## src/rtl/acc_requant.sv

```systemverilog
// Rounds a Q(2*FRAC) accumulator to Q(FRAC), saturates to cant_bits signed; 2-stage valid/ready pipe.
// Latency 2 clk, 1 sample/clk; stage A absorbs one sample under back-pressure before in_ready drops.
module acc_requant #(
    parameter int cant_bits = 25,
    parameter int FRAC      = 12,
    parameter int CNT_W     = 16
) (
    input  logic                   clk,
    input  logic                   rst,
    input  logic                   in_valid,
    output logic                   in_ready,
    input  logic [2*cant_bits-2:0] acc_in,
    output logic                   out_valid,
    input  logic                   out_ready,
    output logic [cant_bits-1:0]   out_data,
    output logic                   out_sat,
    input  logic                   clr_count,
    output logic [CNT_W-1:0]       sat_count
);

    localparam int AW = 2*cant_bits-1;
    localparam int RW = 2*cant_bits;

    localparam logic signed [RW-1:0] RND  = RW'(1) << (FRAC-1);
    localparam logic signed [RW-1:0] MAXV = (RW'(1) << (cant_bits-1)) - RW'(1);
    localparam logic signed [RW-1:0] MINV = ~MAXV;

    logic                    valid_a;
    logic signed [RW-1:0]    r_a;
    logic signed [RW-1:0]    s_val;
    logic                    sat_hi;
    logic                    sat_lo;
    logic [cant_bits-1:0]    s_clamped;
    logic                    adv_a;
    logic                    adv_b;

    assign adv_b    = !out_valid || out_ready;
    assign adv_a    = adv_b || !valid_a;
    assign in_ready = adv_a;

    always_comb begin
        s_val     = r_a >>> FRAC;
        sat_hi    = s_val > MAXV;
        sat_lo    = s_val < MINV;
        s_clamped = s_val[cant_bits-1:0];
        if (sat_hi) begin
            s_clamped = MAXV[cant_bits-1:0];
        end else if (sat_lo) begin
            s_clamped = MINV[cant_bits-1:0];
        end
    end

    // Stage A: widen by one bit so adding the half-LSB can never overflow.
    always_ff @(posedge clk or posedge rst) begin
        if (rst) begin
            valid_a <= 1'b0;
            r_a     <= '0;
        end else if (adv_a) begin
            valid_a <= in_valid;
            if (in_valid) begin
                r_a <= $signed({acc_in[AW-1], acc_in}) + RND;
            end
        end
    end

    always_ff @(posedge clk or posedge rst) begin
        if (rst) begin
            out_valid <= 1'b0;
            out_data  <= '0;
            out_sat   <= 1'b0;
        end else if (adv_b) begin
            out_valid <= valid_a;
            if (valid_a) begin
                out_data <= s_clamped;
                out_sat  <= sat_hi || sat_lo;
            end
        end
    end

    // Clear wins over a coincident increment; the counter sticks at all-ones.
    always_ff @(posedge clk or posedge rst) begin
        if (rst) begin
            sat_count <= '0;
        end else if (clr_count) begin
            sat_count <= '0;
        end else if (adv_b && valid_a && (sat_hi || sat_lo) && !(&sat_count)) begin
            sat_count <= sat_count + CNT_W'(1);
        end
    end

endmodule
```

## config.mk

```make
export PLATFORM = sky130hd
export DESIGN_NAME = acc_requant
export DESIGN_NICKNAME = d
export VERILOG_FILES = /design/src/rtl/acc_requant.sv
export SDC_FILE = /design/constraint.sdc
export NUM_CORES = 1
export LEC_CHECK = 0
export CAP_MARGIN = 15
export CORE_UTILIZATION = 26
export CTS_CLUSTER_DIAMETER = 150
export DETAILED_ROUTE_END_ITERATION = 8
export GPL_ROUTABILITY_DRIVEN = 0
export GPL_TIMING_DRIVEN = 0
export SLEW_MARGIN = 0
export SYNTH_ARGS = -nofsm -noshare
export SYNTH_HDL_FRONTEND = slang
export SYNTH_SLANG_ARGS = --single-unit
```

## constraint.sdc

```tcl
create_clock -name clk -period 3.2 [get_ports clk]
set_input_delay 0.48 -clock clk [delete_from_list [all_inputs] [get_ports clk]]
set_output_delay 0.48 -clock clk [all_outputs]
set_load 0.03 [all_outputs]
```

[Word-level counts from Yosys, hierarchy flattened]
Index checks and enable logic that the tools add are counted.
Storage, ports and cells
  register bits after elaboration: 94
  bits in latches: 0
  bits in writable memories: 0
  bits in read-only memories: 0
  input port bits: 54
  output and inout bits: 44
  logic and storage cells: 27
  memories: 0
Cells by class
  add/subtract/negate cells: 2
  $mul: 0
  div/mod/pow operators: 0
  order comparisons: 2
  eq/ne operators: 0
  shifts and indexed selects: 0
  muxes and demuxes: 4
  bitwise logic cells: 0
  reduce and logical (&&, ||, !) cells: 13
Operators with widths (count)
  $add 49x13->50 const B: 1
  $mux 25: 2
  $gt 38x25->1 const B: 1
  $lt 38x25->1 const B: 1
  $mux 16: 2
  $add 16x1->16 const B: 1
  $reduce_and 16->1: 1
  $reduce_and 2->1: 2
  $logic_and 1x1->1: 3
  $logic_not 1->1: 3
  $logic_or 1x1->1: 3
  $reduce_bool 2->1: 1

[Longest topological paths before layout]
Gate-level depths: netlist of the first run.
  depth after elaboration: 7
  mapped depth: 7

[Worst setup path after synthesis of the first run]
Ideal clock, no wire load.
  path type: reg2reg
  start point: reg sat_count[0]
  end point: reg sat_count[12]
  setup time: 78 ps
  arrival: 2173 ps
  setup slack: 949 ps
  cell stages (with the launch flop): 7
  period minus slack after synthesis: 2251 ps
  cells stage by stage: dfrtp_1 -> ha_1 -> nand2_1 -> or4_4 -> a2111oi_4 -> or3b_1 -> a21oi_1
On the way
  word-level cells in the longest chain between the ends: 4
  elaborated cells between the ends (all ways): 7
Ends and longest elaborated chain
  from (decl): RTL line 18  | output logic [CNT_W-1:0] sat_count
  from (signal assigned): RTL line 87  | sat_count <= sat_count + CNT_W'(1);
  branches (longest 4 deep; another with $add 16x1->16)
Several ways; the timed one is not identified. The select of a mux whose other input is x is not followed.
A chain may end at the register's enable or synchronous reset.

[Worst setup path after layout of the first run]
  start point: in acc_in[13]
  end point: reg r_a[38]
On the way
  word-level cells in the longest chain between the ends: 1
Ends and longest elaborated chain
  from (decl): RTL line 12  | input logic [2*cant_bits-2:0] acc_in,
  $add 49x13->50: RTL line 61  | r_a <= $signed({acc_in[AW-1], acc_in}) + RND;
  to (signal assigned): RTL line 61
  to (decl): RTL line 29  | logic signed [RW-1:0] r_a;
Every way passes these cells.

==> key figures, run 1 <==
GRT
  – Number of global-route vias before repair: 3806
  – Wire length of the first global-routing pass: slightly below 20 mm
  – Total grt overflow: 0
  – Global Route Usage Sum: 14.7%
  – Initial antenna violation count: 0
  – Maximum number of pins on one net before global-route repair: 57

Worst setup path
  – Category of the most critical setup path: in -> reg
  – Slowest cell delay on critical path: 0.94 ns
  – Instance count on the critical path: 7
  – Endpoint kind of the worst setup timing path: flop
  – Required time of the worst setup path: roughly 3.4 ns
  – Arrival time worst endpoint: 3.15 ns
  – Cell-by-cell listing of the critical path: clkdlybuf4s50_1, nand3_1, nor3_1, clkbuf_1, nand4_1, xor2_1, o21ai_0
  – Buffer and inverter count on the worst path: 2
  – Largest delay contributor family on the critical path: simple AND/OR/NAND/NOR gates
  – Kind of start point of the critical path: input port
  – R2R cell count: 6
  – Critical path's slowest cell: sky130_fd_sc_hd__nor3_1
  – Maximum fanout along the worst path: 10

Power and ir drop
  – Leak: 0.00217 uW
  – Power Dens Cells: 516 mW/mm^2
  – Worst voltage drop across the vdd grid: 0.000237 V

Floorplan
  – Full die area: 0.0168 sq mm
  – Die Y: 130 microns
  – Area of the core: 0.0159 sq mm
  – Initial Utilization: 26.7%
  – Top-Level Pins: a little under 100
  – Chip width: about 130 microns
  – Rows: 46

Clock network
  – Number of clock buffers inserted by TritonCTS: 9
  – Register clock-pin slew on the reported worst setup and hold paths: 0.06 ns
  – Clock tree from TritonCTS: done
  – Clk buf depth: 2
  – Clock Sinks: around 80
  – Buffer type at the clock tree root: sky130_fd_sc_hd__clkbuf_16
  – Post-cts repair resize count: 0
  – H-Tree Depth: 3
  – Clock latency at the later pin of the worst-skew pair: 0.33 ns
  – Count of buffers added by post-CTS timing repair for setup: 0
  – Count of hold buffers inserted by post-cts repair: 0

Final layout
  – Count of inserted antenna diode cells: 0
  – Net total in the final layout: 619
  – Area added between synthesis and finish: 33.6%
  – Final-layout fill cell count: 1657
  – Area of the multi-input gates: a little over 0.002 sq mm
  – Fraction of layout cells with a size suffix above 1: 5.28%
  – Sequential cell area: 0.00205 sq mm

Synth
  – Post-synth design cell area: 0.00424 sq mm
  – Count of mapped cells out of synthesis: ~470
  – Total of warnings raised by yosys: 0
  – Syn_nets: 521
  – Sequential area share after synthesis: 48.4%
  – Leading register cell type out of synthesis: sky130_fd_sc_hd__dfrtp_1
  – Most area-consuming cells after synthesis: sky130_fd_sc_hd__dfrtp_1, sky130_fd_sc_hd__nand2_1, sky130_fd_sc_hd__o21ai_0
  – Post-synth EDFFs: 0
  – Average footprint of a synthesized cell: 9.11 sq um
  – Synth top cells by count: sky130_fd_sc_hd__nand2_1, sky130_fd_sc_hd__dfrtp_1, sky130_fd_sc_hd__o21ai_0
  – Flip-flop and latch count after synthesis: between 80 and 90
  – Synth area leader: sky130_fd_sc_hd__dfrtp_1
  – Cell variety after synth: 45
  – Async SR Flop Fraction: 100%
  – Area share of the largest cell type after synthesis: between 40 and 50%
  – Most instantiated library cell after synthesis: sky130_fd_sc_hd__nand2_1

Detailed routing
  – WL/cell: 14.9 microns
  – Number of remaining DRC errors: 0
  – Antenna viol nets, final: 0
  – DRT iter0 DRCs: 166
  – Number of iterations in the first detailed-routing pass: 4
  – Total number of vias: approximately 3800
  – Via-per-instance ratio: slightly below 5
  – Routed WL: 11.7 mm

Worst hold path
  – Hold/Removal Path Class: reg -> reg
  – Number of cells traversed by the worst hold path: 2

Placement
  – Number of I/O port buffers: 85
  – Half-perimeter wire length after placement: 9.22 mm

Timing
  – Worst rel slew slack: 24.3%
  – Setup repair after global routing missed its margin: false
  – Slew @ Worst Pin: 1.13 ns
  – Final period util: 92.2%
  – Final Max Slew Viols: 0
  – Clock skew: 0.00520 ns
  – Setup TNS: 0 ns
  – Minimum period implied by the final worst setup slack: approximately 2.9 ns
  – Maximum clock frequency: 339 MHz
  – Worst hold margin: 0.476 ns
  – Setup violators final: 0
  – Final Hold Vio Count: 0

Job
  – Number of max-cap violations: 0

Outcome
  – Result of the run: completed
-- power by group --
| part | internal [uW] | switching, uW | total, uW |
|---|---|---|---|
| clock | 523 | 400 | 923 |
| combinational | 285 | 432 | 717 |
| sequential | 1180 | 102 | 1280 |
| total | 1990 | 934 | 2920 |
-- flip-flops by register name (all words and copies together), names as in the netlist --
register,cells
r_a,38
out_data,25
sat_count,16
out_sat,1
out_valid,1
valid_a,1
-- per-layer routing --
layer  vias up  part of all wire, %  GRT usage [%]
met4         0                  1.3           4.65
met3        12                  3.6           2.77
met2        85                   50           24.9
met1      1845                   46           19.0
li1       1867                    -              -
met5         -                    0              0
-- through the flow --
step / instances / util, % / area, sq um / worst slack, ns / total power (uW)
floorplan: 465 / - / 4240 / 0.612 / 1680
global placement: 766 / 33.7 / 5360 / -0.645 / 2010
detailed placement: 768 / 34.0 / 5400 / -0.00828 / 2030
CTS: 784 / 35.6 / 5660 / 0.346 / 2950
global route: 784 / 35.6 / 5660 / 0.125 / 3080
finish: 784 / 35.6 / 5660 / 0.250 / 2920
-- layout by cell type, fill, tap and decap left out, types with 2 or more instances in the layout --
cell type / n
sky130_fd_sc_hd__a21oi_1: 36
sky130_fd_sc_hd__nand3_1: 22
sky130_fd_sc_hd__inv_1: 6
sky130_fd_sc_hd__or3_1: 6
sky130_fd_sc_hd__and2_1: 5
sky130_fd_sc_hd__o21ai_0: 62
sky130_fd_sc_hd__ha_1: 2
sky130_fd_sc_hd__xnor2_1: 13
sky130_fd_sc_hd__nor4_1: 6
sky130_fd_sc_hd__nand2_1: 86
sky130_fd_sc_hd__clkinv_2: 3
sky130_fd_sc_hd__nor4_4: 2
sky130_fd_sc_hd__o31ai_1: 6
sky130_fd_sc_hd__clkbuf_1: 25
sky130_fd_sc_hd__clkbuf_16: 9
sky130_fd_sc_hd__nor2_1: 9
sky130_fd_sc_hd__clkdlybuf4s50_1: 85
sky130_fd_sc_hd__dfrtp_1: 82
sky130_fd_sc_hd__nor3_1: 4
sky130_fd_sc_hd__nand2b_1: 3
sky130_fd_sc_hd__and3_1: 9
sky130_fd_sc_hd__nand4_1: 20
sky130_fd_sc_hd__o311ai_0: 2
sky130_fd_sc_hd__mux2_2: 2
sky130_fd_sc_hd__or4_4: 2
sky130_fd_sc_hd__or4_1: 7
sky130_fd_sc_hd__xor2_1: 23
sky130_fd_sc_hd__and4_1: 4
sky130_fd_sc_hd__o21ai_1: 3
-- path summary, 6_finish.rpt --
| check | endpoint | startpoint | slack (ns) |
|---|---|---|---|
| max in group asynchronous | sat_count[3] | rst | 2.11 |
| worst min register to register | out_data[7] | out_data[7] | 0.48 |
| worst min-delay path | out_data[7] | out_data[7] | 0.48 |
| worst max register to register | sat_count[1] | r_a[43] | 0.56 |
| min in group asynchronous | out_data[10] | rst | 0.49 |
| worst max-delay path | r_a[38] | acc_in[13] | 0.25 |
-- worst register-to-register path, stage by stage (launching register included) --
cell and delay, ns:
sky130_fd_sc_hd__dfrtp_1 0.40, sky130_fd_sc_hd__nor4_1 0.58, sky130_fd_sc_hd__a41oi_2 0.37, sky130_fd_sc_hd__o221ai_1 0.56, sky130_fd_sc_hd__buf_2 0.32, sky130_fd_sc_hd__mux2i_1 0.22
sky130_fd_sc_hd__nor2_1 0.06
-- final cells by class --
class / instances / share of cell area, %
repair buffers: 87 / 15.7
well taps: 216 / 4.78
plain buffers: 25 / 1.68
clock inverters: 5 / 0.553
clock buffers: 11 / 4.11
inverters: 7 / 0.509
flip-flops and latches: 82 / 36.3
multi-input cells: 351 / 36.5
-- kinds of logic (layout without fill, tap and decap cells) --
| logic type | Yosys count | in the layout | share of synthesized area, % |
|---|---|---|---|
| XOR/XNOR | 36 | 36 | 7.44 |
| buffers and inverters | 32 | 135 | 2.86 |
| adder cells (fa/ha/maj) | 2 | 2 | 0.591 |
| multiplexers | 3 | 3 | 0.768 |
| AO/OA/AOI/OAI | 118 | 118 | 16.2 |
| flip-flops | 82 | 82 | 48.4 |
| AND/OR/NAND/NOR | 192 | 192 | 23.7 |
Note: power is estimated with default switching activity, not from simulation.
==> run 2, diff against run 1 <==
CAP_MARGIN = 10   (was 15)
==> results of run 2 <==
No change in the layout: final DEF, timing and power equal those of run 1.
==> run 3, diff against run 2 <==
CORE_MARGIN = 4   (was unset)
TNS_END_PERCENT = 50   (was unset)
==> key figures, run 3 (same netlist as run 1, synthesis figures left out) <==
Worst setup path
  – Endpoint kind of the worst setup timing path: flop
  – Arrival time worst endpoint: 3.07 ns
  – Category of the most critical setup path: in -> reg
  – Maximum fanout along the worst path: 9
  – Required time of the worst setup path: approximately 3.4 ns
  – Kind of start point of the critical path: input port

Floorplan
  – Die Y: about 140 microns
  – Initial Utilization: 26.6%
  – Full die area: 0.0184 sq mm
  – Top-Level Pins: 98
  – Rows: 46
  – Area of the core: 0.0159 sq mm
  – Chip width: 136 microns

Detailed routing
  – WL/cell: 15.4 microns
  – DRT iter0 DRCs: 247
  – Total number of vias: 3779
  – Number of remaining DRC errors: 0
  – Routed WL: 12.0 mm
  – Number of iterations in the first detailed-routing pass: 4
  – Antenna viol nets, final: 0
  – Via-per-instance ratio: 4.83

GRT
  – Wire length of the first global-routing pass: between 15 and 20 mm
  – Number of global-route vias before repair: about 3700
  – Total grt overflow: 0
  – Maximum number of pins on one net before global-route repair: 70
  – Initial antenna violation count: 0
  – Global Route Usage Sum: a little over an eighth

Power and ir drop
  – Combinational cell fraction of total power: 23.6%
  – Internal power summed over all cells: 2110 uW
  – Portion of total power attributed to the clock network: 34.4%
  – Reg power frac: 42.0%
  – Switching share of power: 30.9%
  – Switching power: 943 uW
  – Worst voltage drop across the vdd grid: 0.000262 V
  – Power Dens Cells: 536 mW/mm^2
  – Leak: 0.00218 uW

Final layout
  – Commonest cells after routing, fill and taps aside: sky130_fd_sc_hd__nand2_1, sky130_fd_sc_hd__clkdlybuf4s50_1, sky130_fd_sc_hd__dfrtp_1
  – Register bank with the most flops: r_a
  – Fraction of layout cells with a size suffix above 1: under 10%
  – Count of inserted antenna diode cells: 0
  – Most common cell after layout, fill and taps aside: sky130_fd_sc_hd__nand2_1
  – Regs by FF count: r_a (38), out_data (25), sat_count (16)
  – Filler-free cell count of the finished design: 783
  – Final-layout fill cell count: 1656
  – Net total in the final layout: between 600 and 700
  – Flip-flop count of the largest register, all copies and words added: 38
  – Area added between synthesis and finish: 34.4%

Clock network
  – Number of clock buffers inserted by TritonCTS: 9
  – Clock latency at the later pin of the worst-skew pair: 0.34 ns
  – Post-cts repair resize count: 0
  – Buffer type at the clock tree root: sky130_fd_sc_hd__clkbuf_16
  – Clock Sinks: 82
  – Count of buffers added by post-CTS timing repair for setup: 0
  – H-Tree Depth: 3
  – Clock tree from TritonCTS: done
  – Clk buf depth: 2
  – Register clock-pin slew on the reported worst setup and hold paths: 0.06 ns
  – Count of hold buffers inserted by post-cts repair: 0

Timing
  – Maximum clock frequency: 347 MHz
  – Minimum period implied by the final worst setup slack: 2.88 ns
  – Setup TNS: 0 ns
  – Clock skew: 0.00351 ns
  – Final Max Slew Viols: 0
  – Final period util: about nine tenths
  – Setup violators final: 0
  – Slew @ Worst Pin: ~1.2 ns
  – Setup repair after global routing missed its margin: false
  – Worst rel slew slack: 19.0%
  – Final Hold Vio Count: 0

Outcome
  – Result of the run: completed

Job
  – Number of max-cap violations: 0

Placement
  – Number of I/O port buffers: 85
  – Half-perimeter wire length after placement: 9.39 mm
  – Post-Place Cells: 767

Worst hold path
  – Hold/Removal Path Class: in -> async
[run 3: cell types whose count changed in the layout (fill, tap and decap cells not counted), sizes merged]
cell	before	now
bufinv	0	1
clkinvlp	1	2
buf	4	3
clkinv	4	1
clkbuf	34	35
[run 3: critical path, cell delays in order]
cell                              delay (ns)
sky130_fd_sc_hd__clkdlybuf4s50_1        0.51
sky130_fd_sc_hd__ha_1                   0.24
sky130_fd_sc_hd__inv_1                  0.07
sky130_fd_sc_hd__nor3_1                 0.96
sky130_fd_sc_hd__nand3_1                0.26
sky130_fd_sc_hd__o311ai_0               0.38
sky130_fd_sc_hd__o311ai_0               0.18
[run 3: area by class of cell]
cell class	count	area [sq um]	area share, %
multi-input cells	351	2060	36.2
flip-flops and latches	82	2050	36.0
repair buffers	86	878	15.4
well taps	216	270	4.75
clock buffers	12	256	4.50
plain buffers	25	95.1	1.67
clock inverters	4	50.0	0.879
inverters	7	28.8	0.505
[run 3: per-stage QoR]
step / hold slack (ns) / setup slack (ns) / power [uW] / utilization [%] / area (sq um)
4_1_cts: 0.421 / 0.268 / 3090 / 35.7 / 5690
5_1_grt: 0.445 / 0.0718 / 3210 / 35.7 / 5690
3_5_place_dp: 0.470 / -0.0964 / 2030 / 33.8 / 5390
6_report: 0.426 / 0.321 / 3050 / 35.7 / 5690
3_3_place_gp: 0.468 / -0.669 / 2010 / 33.6 / 5360
2_1_floorplan: 0.446 / 0.612 / 1680 / - / 4240
[run 3: power by group through the flow]
stage | clock network, uW | registers (uW) | logic [uW]
2_1_floorplan | 0 | 1430 | 251
3_3_place_gp | 0 | 1300 | 712
3_5_place_dp | 0 | 1300 | 729
4_1_cts | 1070 | 1280 | 731
5_1_grt | 1130 | 1300 | 789
6_report | 1050 | 1280 | 720
[run 3: metal layers]
metal	track usage, %	routed length (microns)	vias up	part of all wire (%)
met5	0	0	-	0
li1	-	-	1860	-
met4	4.59	158	0	1.3
met2	21.2	5720	96	48
met1	17.6	5590	1811	46
met3	3.27	569	12	4.7
[run 3: final timing paths]
path	from	endpoint	slack (ns)	depth (start not counted)
min in group clk	r_a[19]	r_a[19]	0.48	2
hold / removal	rst	out_data[12]	0.43	2
setup reg to reg	r_a[43]	sat_count[1]	0.57	6
hold reg to reg	r_a[19]	r_a[19]	0.48	2
setup / recovery	acc_in[12]	r_a[43]	0.32	7
max in group asynchronous	rst	sat_count[9]	2.18	3
